## src/rtl/matrix_scan_ctrl.sv

```systemverilog
// Scan sequencer and frame store for the 8x8 red/green LED matrix Pmod.
// Define MATRIX_SCAN_DBUF_EN for a double-buffered store with tear-free swap; otherwise a single bank.
module matrix_scan_ctrl #(
    parameter int CLK_DIV = 2700
) (
    input  logic       clk,
    input  logic       rst_n,
    input  logic       wr_en,
    input  logic       wr_color,
    input  logic [2:0] wr_row,
    input  logic [7:0] wr_data,
    input  logic       swap_req,
    output logic       swap_ack,
    output logic       frame_start,
    output logic       clr_n,
    output logic       mat_CLOCK,
    output logic       mat_RCLOCK,
    output logic       ROW,
    output logic       COL_Red,
    output logic       COL_Green
);
    localparam int CNT_W = $clog2(CLK_DIV);

    typedef enum logic [1:0] {
        ST_CLEAR    = 2'd0,
        ST_SETUP    = 2'd1,
        ST_SHIFT_HI = 2'd2,
        ST_LATCH    = 2'd3
    } state_t;

    state_t           state_r;
    logic [CNT_W-1:0] div_cnt_r;
    logic [2:0]       row_r;
    logic [2:0]       bit_r;
    logic             pend_r;
    logic             tick_s;
    logic [2:0]       row_nx_s;
    logic [2:0]       bit_nx_s;
    logic             enter_setup_s;
    logic             boundary_s;
    logic             swap_s;
    logic [7:0]       red_row_s;
    logic [7:0]       green_row_s;

    assign tick_s     = (div_cnt_r == CNT_W'(CLK_DIV - 1));
    assign boundary_s = tick_s && (state_r == ST_LATCH) && (row_r == 3'd7);
    assign swap_s     = boundary_s && (pend_r || swap_req);

    // scan tick divider
    always_ff @(posedge clk or negedge rst_n) begin
        if (!rst_n) begin
            div_cnt_r <= '0;
        end else if (tick_s) begin
            div_cnt_r <= '0;
        end else begin
            div_cnt_r <= div_cnt_r + CNT_W'(1);
        end
    end

    // row/bit the scan moves to when it next enters SETUP
    always_comb begin
        row_nx_s      = row_r;
        bit_nx_s      = bit_r;
        enter_setup_s = 1'b0;
        case (state_r)
            ST_CLEAR: begin
                row_nx_s      = 3'd0;
                bit_nx_s      = 3'd0;
                enter_setup_s = tick_s;
            end
            ST_SHIFT_HI: begin
                bit_nx_s      = bit_r + 3'd1;
                enter_setup_s = tick_s && (bit_r != 3'd7);
            end
            ST_LATCH: begin
                row_nx_s      = row_r + 3'd1;
                bit_nx_s      = 3'd0;
                enter_setup_s = tick_s;
            end
            default: begin
                row_nx_s      = row_r;
                bit_nx_s      = bit_r;
                enter_setup_s = 1'b0;
            end
        endcase
    end

`ifdef MATRIX_SCAN_DBUF_EN
    logic [7:0] store_r [2][2][8];
    logic       sel_r;
    logic       sel_nx_s;
    logic       wr_hit_s;

    assign sel_nx_s = swap_s ? ~sel_r : sel_r;
    // A write lands in the old back bank, which is the new front only when swapping this cycle.
    assign wr_hit_s    = wr_en && swap_s && (wr_row == row_nx_s);
    assign red_row_s   = (wr_hit_s && !wr_color) ? wr_data : store_r[sel_nx_s][1'b0][row_nx_s];
    assign green_row_s = (wr_hit_s &&  wr_color) ? wr_data : store_r[sel_nx_s][1'b1][row_nx_s];

    // back-bank writes and front/back select
    always_ff @(posedge clk or negedge rst_n) begin
        if (!rst_n) begin
            sel_r <= 1'b0;
            for (int b = 0; b < 2; b++) begin
                for (int c = 0; c < 2; c++) begin
                    for (int r = 0; r < 8; r++) begin
                        store_r[b][c][r] <= 8'h00;
                    end
                end
            end
        end else begin
            if (wr_en) begin
                store_r[~sel_r][wr_color][wr_row] <= wr_data;
            end
            if (swap_s) begin
                sel_r <= ~sel_r;
            end
        end
    end
`else
    logic [7:0] store_r [2][8];
    logic       wr_hit_s;

    assign wr_hit_s    = wr_en && (wr_row == row_nx_s);
    assign red_row_s   = (wr_hit_s && !wr_color) ? wr_data : store_r[1'b0][row_nx_s];
    assign green_row_s = (wr_hit_s &&  wr_color) ? wr_data : store_r[1'b1][row_nx_s];

    // single scanned bank, written directly
    always_ff @(posedge clk or negedge rst_n) begin
        if (!rst_n) begin
            for (int c = 0; c < 2; c++) begin
                for (int r = 0; r < 8; r++) begin
                    store_r[c][r] <= 8'h00;
                end
            end
        end else if (wr_en) begin
            store_r[wr_color][wr_row] <= wr_data;
        end
    end
`endif

    // scan FSM with registered matrix outputs
    always_ff @(posedge clk or negedge rst_n) begin
        if (!rst_n) begin
            state_r     <= ST_CLEAR;
            row_r       <= 3'd0;
            bit_r       <= 3'd0;
            pend_r      <= 1'b0;
            clr_n       <= 1'b0;
            mat_CLOCK   <= 1'b0;
            mat_RCLOCK  <= 1'b0;
            ROW         <= 1'b0;
            COL_Red     <= 1'b0;
            COL_Green   <= 1'b0;
            frame_start <= 1'b0;
            swap_ack    <= 1'b0;
        end else begin
            frame_start <= 1'b0;
            swap_ack    <= 1'b0;
            if (swap_req) begin
                pend_r <= 1'b1;
            end
            if (enter_setup_s) begin
                ROW       <= (bit_nx_s == row_nx_s);
                COL_Red   <= ~red_row_s[bit_nx_s];
                COL_Green <= ~green_row_s[bit_nx_s];
            end
            if (tick_s) begin
                case (state_r)
                    ST_CLEAR: begin
                        clr_n   <= 1'b1;
                        row_r   <= row_nx_s;
                        bit_r   <= bit_nx_s;
                        state_r <= ST_SETUP;
                    end
                    ST_SETUP: begin
                        mat_CLOCK <= 1'b1;
                        state_r   <= ST_SHIFT_HI;
                    end
                    ST_SHIFT_HI: begin
                        mat_CLOCK <= 1'b0;
                        if (bit_r == 3'd7) begin
                            mat_RCLOCK <= 1'b1;
                            state_r    <= ST_LATCH;
                        end else begin
                            bit_r   <= bit_nx_s;
                            state_r <= ST_SETUP;
                        end
                    end
                    ST_LATCH: begin
                        mat_RCLOCK <= 1'b0;
                        row_r      <= row_nx_s;
                        bit_r      <= bit_nx_s;
                        state_r    <= ST_SETUP;
                        if (boundary_s) begin
                            frame_start <= 1'b1;
                            if (swap_s) begin
                                swap_ack <= 1'b1;
                                pend_r   <= 1'b0;
                            end
                        end
                    end
                    default: begin
                        state_r <= ST_CLEAR;
                    end
                endcase
            end
        end
    end
endmodule

```

## config.mk

```make
export PLATFORM = sky130hd
export DESIGN_NAME = matrix_scan_ctrl
export DESIGN_NICKNAME = d
export VERILOG_FILES = /design/src/rtl/matrix_scan_ctrl.sv
export SDC_FILE = /design/constraint.sdc
export NUM_CORES = 1
export LEC_CHECK = 0
export BUFFER_PORTS_ARGS = -buffer_cell sky130_fd_sc_hd__buf_4
export CORE_MARGIN = 8
export CORE_UTILIZATION = 56
export CTS_CLUSTER_DIAMETER = 60
export DETAILED_ROUTE_END_ITERATION = 16
export PLACE_DENSITY = 0.76
export SYNTH_ARGS = -nofsm -noshare
export SYNTH_HDL_FRONTEND = slang
export SYNTH_SLANG_ARGS = --single-unit
```

## constraint.sdc

```tcl
create_clock -name clk -period 2.8 [get_ports clk]
set_input_delay 0.42 -clock clk [delete_from_list [all_inputs] [get_ports clk]]
set_output_delay 0.42 -clock clk [all_outputs]
set_load 0.01 [all_outputs]
```

# Word level (Yosys, flattened, before mapping)
# Cells that the tools add are included.
[word_totals]
ff_bits = 157
inputBits = 16
output_inout_bits = 8
wordCells = 115
[op_classes]
addsub = 3
n_lt_le_gt_ge = 6
n_eq_ne = 11
n_mux = 40
n_bitwise = 5
n_reduce_logical = 21
[ops]
columns = ["op", "n"]
rows = [
  ["128-bit bitwise mux", 1],
  ["64-bit demux with 1-bit select", 1],
  ["64-bit 2-to-1 mux", 1],
  ["8-bit 2-to-1 mux", 7],
  ["8-bit binary-select mux with 3-bit select", 2],
  ["8-bit demux with 3-bit select", 1],
  ["3-bit case mux with 2 select lines", 3],
  ["1-bit 2-to-1 mux", 15],
  ["12-bit by 1-bit adder with 12-bit output (second input constant)", 1],
  ["12-bit equality test (second input constant)", 1],
  ["12-bit 2-to-1 mux", 1],
  ["1-bit logical AND", 9],
  ["4-bit >= comparator (second input constant)", 2],
  ["3-bit NOT with 4-bit output", 2],
  ["3-bit by 1-bit adder with 3-bit output (second input constant)", 2],
  ["1-bit binary-select mux with 3-bit select", 2],
  ["3-bit equality test", 2],
  ["3-bit equality test (second input constant)", 2],
  ["1-bit case mux with 2 select lines", 3],
  ["2-bit case mux with 3 select lines", 1],
  ["2-bit AND reduction", 3],
  ["3-bit AND reduction", 2],
  ["2-bit nonzero test", 3],
  ["2-bit equality test (second input constant)", 2],
  ["other kinds (15)", 17],
]

# Logic depth before layout (Yosys ltp)
# Gate-level depths: netlist of the first run.
[logic_depth]
ltp_word = 10
mapped_depth = 14
depth_no_buf = 10

# Least setup slack after synthesis of the first run
# OpenSTA, ideal clock, no wires.
[synth_path]
kind = "reg2reg"
from = "reg state_r[0]"
to = "reg COL_Green"
setup_ps = 87
arrival_ps = 2871
t_required_ps = 2713
slack_ps = -158
stages_incl_launch_ff = 13
n_path_buf = 2
period_less_slack_ps = 2958
path_cell_list = "dfrtp_1 inv_1 ha_1 or3b_1 buf_6 nand2_8 buf_12 mux4_1 mux2_2 mux2i_1 mux2i_1 mux2_2 o211ai_1"
[synth_via]
elab_chain_cells = 10
word_cells_on_any_way = 18
classes_between = "eq/ne (3); mux (9); bitwise (2); reduce/logical (4)"
[synth_lines]
columns = ["item", "line_no", "rtl"]
rows = [
  ["start: declaration", "31", "state_t state_r;"],
  ["start signal: assignment", "145", "state_r <= ST_CLEAR;"],
  ["start signal: assignment", "174", "state_r <= ST_SETUP;"],
  ["start signal: assignment", "178", "state_r <= ST_SHIFT_HI;"],
  ["2-bit equality test or 2-bit zero test (tied branches)", "65", "case (state_r)"],
  ["3-bit case mux with 2 select lines", "65", ""],
  ["3-bit NOT with 4-bit output (not written as such)", "126", "assign green_row_s = (wr_hit_s && wr_color) ? wr_data : store_r[1'b1][row_nx_s];"],
  ["8-bit binary-select mux with 3-bit select", "126", ""],
  ["8-bit 2-to-1 mux (not written as such) (2 in series)", "126", ""],
  ["8-bit 2-to-1 mux", "126", ""],
  ["1-bit binary-select mux with 3-bit select", "166", "COL_Green <= ~green_row_s[bit_nx_s];"],
  ["1-bit 2-to-1 mux (not written as such)", "166", ""],
  ["1-bit NOT", "166", ""],
  ["end signal: assignment", "166", ""],
  ["end: declaration", "20", "output logic COL_Green"],
]
# Parallel ways exist; a longest one is shown, timed or not. The select of a mux whose other input is x is not followed.
# A chain may end at the register's enable or synchronous reset.

# Worst setup path in the final report of the first run
[layout_path]
from = "reg state_r[0]"
to = "reg COL_Red"
[layout_via]
elab_chain_cells = 10
word_cells_on_any_way = 18
classes_between = "eq/ne (3); mux (9); bitwise (2); reduce/logical (4)"
[layout_lines]
columns = ["item", "line_no", "rtl"]
rows = [
  ["2-bit equality test or 2-bit zero test (tied branches)", "65", ""],
  ["3-bit case mux with 2 select lines", "65", ""],
  ["3-bit NOT with 4-bit output (not written as such)", "125", "assign red_row_s = (wr_hit_s && !wr_color) ? wr_data : store_r[1'b0][row_nx_s];"],
  ["8-bit binary-select mux with 3-bit select", "125", ""],
  ["8-bit 2-to-1 mux (not written as such) (2 in series)", "125", ""],
  ["8-bit 2-to-1 mux", "125", ""],
  ["1-bit binary-select mux with 3-bit select", "165", "COL_Red <= ~red_row_s[bit_nx_s];"],
  ["1-bit 2-to-1 mux (not written as such)", "165", ""],
  ["1-bit NOT", "165", ""],
  ["end signal: assignment", "165", ""],
  ["end: declaration", "19", "output logic COL_Red,"],
]
# Parallel ways exist; a longest one is shown, timed or not. The select of a mux whose other input is x is not followed.

==> results of run 1 <==
-- per-layer routing --
| layer | vias to the layer above | global-route usage [%] | wire [um] |
|---|---|---|---|
| li1 | 2423 | - | - |
| met1 | 2794 | 27.17 | 7896 |
| met2 | 190 | 34.24 | 9011 |
| met3 | 35 | 4.936 | 1123 |
| met4 | 0 | 8.921 | 452 |
| met5 | - | 0 | 0 |
-- path summary, 6_finish.rpt --
check                               endpoint  slack, ps  cells past startpoint
worst max register to register       COL_Red       -130                     11
worst max-delay path                 COL_Red       -130                     11
min in group clk                      pend_r        250                      3
worst min-delay path             store_r[96]         40                      1
max in group asynchronous       div_cnt_r[3]       2000                      2
worst min register to register         clr_n        460                      1
-- per-stage QoR --
step | setup TNS (ps) | power [mW]
2_1_floorplan | -6.245 | 3.503
3_3_place_gp | -112.3 | 3.712
3_5_place_dp | -289.3 | 3.780
4_1_cts | -237.2 | 6.134
5_1_grt | -368.0 | 6.333
6_report | -263.4 | 6.102
-- state kept, by name (all words and copies together), names as in the netlist --
name,flops
COL_Green,1
state_r,2
swap_ack,1
ROW,1
pend_r,1
frame_start,1
mat_RCLOCK,1
mat_CLOCK,1
store_r,128
bit_r,3
div_cnt_r,12
row_r,3
clr_n,1
COL_Red,1
-- cell usage after synthesis, types with 9 or more instances --
library cell	count	area, um2
ha_1	9	112.6
nand2_1	70	262.8
nand3_1	22	110.1
mux2i_1	22	220.2
clkbuf_1	21	78.83
a21oi_1	16	80.08
o21ai_0	11	55.05
mux2_2	137	1543
xnor2_1	10	87.58
dfrtp_1	157	3929
mux4_1	9	236.5
and3_1	13	81.33
nor2_1	21	78.83
-- kinds of logic after synthesis --
group                      count (synthesis)  synth area share [%]
DFF                                      157                 50.47
adders and majority gates                  9                 1.447
and+or+nand+nor                          160                 9.949
xor gates and xnor gates                  13                 1.463
AOI/OAI and AO/OA                         76                 6.734
muxes                                    173                 27.13
buffers and inverters                     41                 2.813
-- power breakdown --
part           switching (mW)  internal [mW]
registers               0.235           2.70
clock network           0.900           1.44
logic                   0.318          0.505
-- what timing repair did --
action / 4_1_cts / 5_1_grt
setup buffers: 5 / 0
resized for setup: 4 / 10
endpoints found under the setup margin: 2 / 2
pin swaps: 4 / 5
gates cloned: 1 / 0
-- area by class of cell --
cell class,instances,area share (%)
Sequential cell,157,43.10
Multi-Input combinational cell,432,40.45
Timing Repair Buffer,78,7.137
Clock buffer,21,5.051
Tap cell,180,2.470
Clock inverter,11,1.551
Inverter,6,0.2470
==> flow_summary.yaml, run 1 <==
synth:
  yosysUniqueCellTypes: 51
  seq_area_frac_synth_pct: 50.47
  syn-instance-count: 629
  synth_warnings: 0
  syn_area_um2: 7785
  syn_nets: 654
  ys_async_sr_fraction_pct: 100.0
  synth_edf_count: 0
  synth-seq-cells: 157
  ys.flop_type: "dfrtp_1"
  syn-mean-instance-area_um2: 12.38
floorplanning:
  die_area_um2: 17930
  placement_rows: 43
  start_util_pct: 56.74
  die_x_um: 133.9
  die_height_um: 133.9
  core_um2: 13720
  ioPinCount: 24
timing:
  period_share_pct: 104.8
  fin_hold_ws_ps: 40.51
  relSlewSlack_pct: 48.62
  fin_ws_ps: -134.9
  rsz0062_at_grt: "yes"
  hold_viol: 0
  skew_ps: 6.231
  setup_viol: 2
  maxSlewViolCount: 0
  max_freq_ghz: 0.3407
  tightestPinTransition_ps: 770.7
  final.min_clock_period_ps: 2935
clocking:
  clk_pin_slew_ps: 60
  tritoncts: "built"
  cts_hold_buf: 0
  clock-sinks: 157
  cts_buffer_depth: 2
  cts_root_buffer: "clkbuf_16"
  cts_buffers: 17
  insertion_delay_ps: 420
  htree_levels: 4
cells_and_area:
  regArea_um2: 3929
  drive_gt1_share_pct: 38.16
  nets: 717
  multi_input_comb_area_um2: 3687
  fillCellCount: 993
  n_antenna_cell: 0
  layout_commonest_cell: "dfrtp_1"
  areaGrowthSynthToFinish_pct: 17.10
  fin_area_um2: 9116
  fin_util_pct: 66.45
  layout_common_cells: "dfrtp_1, mux2_2, buf_4"
  finalNonFillerCells: 885
route:
  ant_nets: 0
  vias_per_cell: 6.149
  drcViolationCount: 0
  drt_iter0_drc: 317
  vias: 5442
  drt_first_pass_iters: 5
  post_drt_wl_per_cell_um: 20.89
  finalWirelength_um: 18480
critical_path:
  worst_ep_required_time_ps: 3140
  critPathTopFamily: "compound AO/OA/AOI/OAI gates"
  cp-startpoint: "state_r[0]"
  slowest_delay_ps: 490
  r2r-start: "state_r[0]"
  path_max_fanout: 8
  path_class: "register to register"
  path_buf_inv: 2
  crit_path_end_kind: "register"
  cp.arrival_ps: 3270
  critical_path.cell_chain: "inv_2 > ha_4 > or3b_4 > nand2_8 > buf_12 > mux4_2 > a31o_2 > a31oi_1 > a22o_1 > mux2i_1 > a211oi_2"
  slowest_stage: "mux4_2"
  crit_path_start_kind: "register"
global_routing:
  grt_pass1_vias: 5627
  grt_pass1_wl_um: 29990
  gr-usage-all-layers_pct: 21.29
  grt.overflow.total: 0
  grt_max_degree: 82
  antenna_found_initial: 0
placed_design:
  dp_slack_ps: -158.8
  dpl.hpwl_um: 12460
  dp_cells: 847
  port_buffers: 23
  gp_congestion: 0.8599
  placed_area_um2: 8413
min_path:
  hold_class: "input pin to asynchronous set/reset pin"
outcome:
  violations: "negative setup slack"
  outcome: "complete, but fails checks"
job:
  maxCapViolCount: 0
power:
  peakVddDrop_v: 0.0004382
  pwr_density_cell_nw_per_um2: 669.3
  leakagePower_nw: 4.012
No activity file was read; power rests on OpenSTA's default activity.
==> run 2: changes to the inputs <==
--- a/config.mk
+++ b/config.mk
@@ -10,6 +10,7 @@
 export CORE_UTILIZATION = 56
 export CTS_CLUSTER_DIAMETER = 60
 export DETAILED_ROUTE_END_ITERATION = 16
+export MAX_ROUTING_LAYER = met4
 export PLACE_DENSITY = 0.76
 export SYNTH_ARGS = -nofsm -noshare
 export SYNTH_HDL_FRONTEND = slang
==> flow_summary.yaml, run 2 (synthesized netlist as in run 1, its figures left out) <==
placed_design:
  gp_congestion: 0.8737
  dpl.hpwl_um: 12460
  port_buffers: 23
  placed_area_um2: 8413
  dp_cells: 847
critical_path:
  rrSetupSlack_ps: -120
  r2r_cells: 11
  r2r-start: "state_r[0]"
  cp.arrival_ps: 3210
  path_class: "register to register"
  critPathTopFamily: "compound AO/OA/AOI/OAI gates"
  slowest_delay_ps: 470
  path_max_fanout: 8
  crit_path_start_kind: "register"
  r2r-end: "COL_Green"
  crit_path_end_kind: "register"
  critical_path.cell_chain: "inv_2 > ha_4 > or3b_4 > nand2_8 > buf_12 > buf_4 > mux2i_1 > mux4_2 > o2111a_1 > o311ai_1 > o211ai_1"
  worst_ep_required_time_ps: 3080
  path_buf_inv: 3
  slowest_stage: "or3b_4"
route:
  drcViolationCount: 0
  drt_first_pass_iters: 5
  post_drt_wl_per_cell_um: 20.81
  ant_nets: 0
  finalWirelength_um: 18420
  drt_iter0_drc: 323
  vias_per_cell: 6.168
  vias: 5459
power:
  pwr_density_cell_nw_per_um2: 669.6
  peakVddDrop_v: 0.0004380
  leakagePower_nw: 4.012
cells_and_area:
  multi_input_comb_area_um2: 3687
  regArea_um2: 3929
  fillCellCount: 993
  nets: 717
  layout_common_cells: "dfrtp_1, mux2_2, buf_4"
  fin_area_um2: 9116
  drive_gt1_share_pct: 38.16
  largest-register: "store_r"
  top_regs: "store_r: 128 flops, div_cnt_r: 12 flops"
  n_antenna_cell: 0
  areaGrowthSynthToFinish_pct: 17.10
  finalNonFillerCells: 885
  layout_commonest_cell: "dfrtp_1"
  largest_register_ffs: 128
timing:
  maxSlewViolCount: 0
  max_freq_ghz: 0.3420
  skew_ps: 8.110
  hold_viol: 0
  fin_ws_ps: -123.9
  setup_viol: 2
  rsz0062_at_grt: "yes"
  tightestPinTransition_ps: 763.3
  relSlewSlack_pct: 49.11
  fin_hold_ws_ps: 38.75
  period_share_pct: 104.4
  final.min_clock_period_ps: 2924
floorplanning:
  die_x_um: 133.9
  core_um2: 13720
  placement_rows: 43
  die_area_um2: 17930
  die_height_um: 133.9
  ioPinCount: 24
  start_util_pct: 56.74
global_routing:
  grt_pass1_vias: 5607
  grt_pass1_wl_um: 30010
  grt.overflow.total: 0
  antenna_found_initial: 0
  grt_max_degree: 82
  gr-usage-all-layers_pct: 21.92
outcome:
  violations: "negative setup slack"
  outcome: "complete, but fails checks"
clocking:
  clock-sinks: 157
  cts_hold_buf: 0
  cts_buffers: 17
  clk_pin_slew_ps: 60
  cts_root_buffer: "clkbuf_16"
  cts_buffer_depth: 2
  insertion_delay_ps: 420
  tritoncts: "built"
  htree_levels: 4
min_path:
  hold_class: "input pin to asynchronous set/reset pin"
job:
  maxCapViolCount: 0
## run 2: where the power goes
part           internal (mW)  leakage [nW]  total, mW  switching [mW]
sequential              2.70          1.94       2.94           0.237
combinational          0.505          1.78      0.821           0.316
clock                   1.44         0.289       2.34           0.901
## run 2: metrics by stage
stage | power, mW | TNS, ps | utilization, % | worst slack [ps]
3_5_place_dp | 3.780 | -289.3 | 61.32 | -158.8
6_report | 6.104 | -232.5 | 66.45 | -123.9
2_1_floorplan | 3.503 | -6.245 | - | -6.245
5_1_grt | 6.337 | -373.4 | 66.45 | -193.8
4_1_cts | 6.134 | -237.2 | 66.15 | -120.6
3_3_place_gp | 3.712 | -112.3 | 61.32 | -63.96
## run 2: worst register-to-register path: cells and delay by family, from the launching register on
kind / cells / cell delay [ps]
multiplexers: 2 / 530
AND/OR/NAND/NOR: 2 / 600
buffers and inverters: 3 / 360
AO/OA/AOI/OAI: 3 / 680
adder cells (fa/ha/maj): 1 / 210
flip-flops: 1 / 420
## run 2: worst max-delay path by stage
stage | start | end | slack, ps | depth (start not counted)
global route | state_r[0] | COL_Green | -190 | 10
global placement | state_r[0] | COL_Red | -60 | 11
detailed placement | state_r[0] | COL_Red | -160 | 11
CTS | state_r[0] | COL_Green | -120 | 10
finish | state_r[0] | COL_Green | -120 | 11
floorplan | state_r[0] | COL_Green | -6 | 12
## run 2: layout make-up
cell class / instances / area share (%)
clock buffer: 21 / 5.051
clock inverter: 11 / 1.551
inverter: 6 / 0.2470
multi-input combinational: 432 / 40.45
sequential: 157 / 43.10
tap: 180 / 2.470
timing repair buffer: 78 / 7.137
## run 2: timing repair
action | CTS | global route
buffers inserted | 5 | 0
gates cloned | 1 | 0
endpoints found under the setup margin | 2 | 2
pin swaps | 4 | 5
gates resized for setup | 4 | 10
hold endpoints to repair | 0 | 0
## run 2: metal layers
layer	part of all wire [%]	GRT usage, %
met1	43	27.26
met2	49	34.21
met3	5.7	4.936
met4	2.5	8.921
met5	0	-
==> run 3: changes to the inputs <==
--- a/config.mk
+++ b/config.mk
@@ -5,6 +5,7 @@
 export SDC_FILE = /design/constraint.sdc
 export NUM_CORES = 1
 export LEC_CHECK = 0
+export ABC_AREA = 1
 export BUFFER_PORTS_ARGS = -buffer_cell sky130_fd_sc_hd__buf_4
 export CORE_MARGIN = 8
 export CORE_UTILIZATION = 56
==> flow_summary.yaml, run 3 <==
clocking:
  cts_buffers: 17
  clk_pin_slew_ps: 70
  cts_root_buffer: "clkbuf_16"
  cts_buffer_depth: 2
  htree_levels: 4
  cts_hold_buf: 0
  insertion_delay_ps: 430
  cts-resized-gates: 0
  tritoncts: "built"
  cts_setup_buffers: 0
  clock-sinks: 157
cells_and_area:
  fin_area_um2: 9066
  largest-register: "store_r"
  layout_commonest_cell: "nand2_1"
  regArea_um2: 3929
  nets: 1108
  fillCellCount: 1285
  multi_input_comb_area_um2: 3272
  n_antenna_cell: 0
  top_regs: "store_r: 128 flops, div_cnt_r: 12 flops"
  layout_common_cells: "nand2_1, inv_1, dfrtp_1"
  fin_util_pct: 63.34
  largest_register_ffs: 128
  areaGrowthSynthToFinish_pct: 12.22
  drive_gt1_share_pct: 8.303
critical_path:
  crit_path_end_kind: "register"
  path_max_fanout: 15
  worst_ep_required_time_ps: 3120
  path_class: "register to register"
  r2r-start: "state_r[0]"
  r2r_cells: 16
  crit_path_start_kind: "register"
  r2r-end: "COL_Green"
  cp.arrival_ps: 2860
  rrSetupSlack_ps: 270
timing:
  final.min_clock_period_ps: 2532
  max_freq_ghz: 0.3949
  tightestPinTransition_ps: 655.0
  rsz0062_at_grt: "no"
  relSlewSlack_pct: 56.33
  hold_viol: 6
  tns_ps: 0
  skew_ps: 5.744
  fin_hold_ws_ps: -3.659
  setup_viol: 0
  period_share_pct: 90.43
  maxSlewViolCount: 0
placed_design:
  dpl.hpwl_um: 15140
  port_buffers: 23
  gp_congestion: 0.9491
  placed_area_um2: 8449
synth:
  synth_edf_count: 0
  yosysUniqueCellTypes: 35
  syn-mean-instance-area_um2: 7.536
  seq_area_frac_synth_pct: 48.63
  yosysMostFrequentCell: "nand2_1"
  synth_warnings: 0
  ys.flop_type: "dfrtp_1"
  ys_async_sr_fraction_pct: 100.0
  syn-instance-count: 1072
  ys_top_cells_by_count: "nand2_1, inv_1, dfrtp_1"
  synth.largest_area_cell: "dfrtp_1"
  synth-seq-cells: 157
  syn_nets: 1097
  syn_area_um2: 8079
  synth_top_area_share_pct: 48.63
  ys_top_cells_by_area: "dfrtp_1, nand2_1, nand3_1"
global_routing:
  grt_pass1_wl_um: 36920
  grt_pass1_vias: 6712
  gr-usage-all-layers_pct: 26.48
  antenna_found_initial: 0
  grt.overflow.total: 0
  grt_max_degree: 72
route:
  vias: 7035
  vias_per_cell: 5.496
  post_drt_wl_per_cell_um: 17.14
  drt_iter0_drc: 834
  drt_first_pass_iters: 6
  drcViolationCount: 0
  ant_nets: 0
  finalWirelength_um: 21950
floorplanning:
  start_util_pct: 56.44
  ioPinCount: 24
  core_um2: 14310
  die_area_um2: 18530
  die_x_um: 136.1
  die_height_um: 136.1
  placement_rows: 44
min_path:
  hold_class: "input pin to asynchronous set/reset pin"
power:
  pwr_density_cell_nw_per_um2: 677.9
  leakagePower_nw: 4.509
  peakVddDrop_v: 0.0005316
outcome:
  outcome: "complete, but fails checks"
  violations: "negative hold slack"
job:
  maxCapViolCount: 0
==> run 3: cell types whose count changed after synthesis, moves of 9 or more <==
cell / previous run / this run
o21ai_0: 11 / 142
and3_1: 13 / 0
buf_2: 5 / 15
mux2_2: 137 / 0
clkbuf_1: 21 / 33
xnor2_1: 10 / 1
inv_1: 6 / 163
mux2i_1: 22 / 0
nand2_1: 70 / 309
nand3_1: 22 / 152
a21oi_1: 16 / 5
mux4_1: 9 / 0
==> run 3: worst max-delay path by stage <==
stage               start         to  slack (ps)  depth (start not counted)
6_report       state_r[0]  COL_Green         270                         16
5_1_grt        state_r[1]  COL_Green          30                         16
4_1_cts        state_r[0]  COL_Green         310                         16
3_5_place_dp   state_r[0]  COL_Green         360                         16
3_3_place_gp   state_r[0]  COL_Green         400                         16
2_1_floorplan    row_r[0]  COL_Green         640                         15
==> run 3: per-stage QoR <==
step | total power [mW] | instances | hold WS, ps | setup slack [ps]
after floorplan | 3.439 | 1072 | 124.4 | 639.5
after global placement | 3.709 | 1248 | 449.1 | 403.0
after detailed placement | 3.748 | 1248 | 454.1 | 357.3
after CTS | 6.169 | 1280 | 16.64 | 313.6
after global routing | 6.472 | 1280 | 37.58 | 25.10
final | 6.146 | 1280 | -3.659 | 267.9
==> run 3: where the power goes <==
part / internal [mW] / total [mW] / switching, mW
Clock: 1.45 / 2.41 / 0.960
Sequential: 2.67 / 2.85 / 0.188
Combinational: 0.327 / 0.878 / 0.551
Total: 4.45 / 6.15 / 1.70
==> run 3: cells by family after synthesis <==
kind of cell	count (synthesis)	share of synthesized area, %
and+or+nand+nor	518	27.99
buffers and inverters	220	10.87
AOI/OAI and AO/OA	163	10.58
DFF	157	48.63
adders and majority gates	9	1.394
xor gates and xnor gates	5	0.5420
==> run 3: cell type report <==
class / instances / share of cell area [%]
Inverter: 167 / 6.914
Clock buffer: 20 / 5.037
Tap cell: 184 / 2.539
Multi-Input combinational cell: 695 / 36.09
Sequential cell: 157 / 43.33
Timing Repair Buffer: 45 / 4.320
Clock inverter: 12 / 1.766
==> run 3: per-layer routing <==
| layer | share of wire (%) | vias to the layer above | track usage [%] |
|---|---|---|---|
| li1 | - | 3414 | - |
| met1 | 47 | 3300 | 37.69 |
| met2 | 44 | 292 | 37.53 |
| met3 | 7.5 | 29 | 4.730 |
| met4 | 2.1 | 0 | 8.603 |
| met5 | 0 | - | - |
==> run 3: worst max-delay path, stage by stage (launching register included) <==
cell and delay, ps:
dfrtp_1 390, inv_1 100, ha_1 360, buf_4 190
nand2_1 90, nand2_1 100, inv_2 170, buf_4 260
o211ai_1 170, nand3_1 120, nand3_1 90, nand3_1 90
nand3_1 70, nand2_1 60, nand2_1 50, nand2_1 50
nand2_1 50
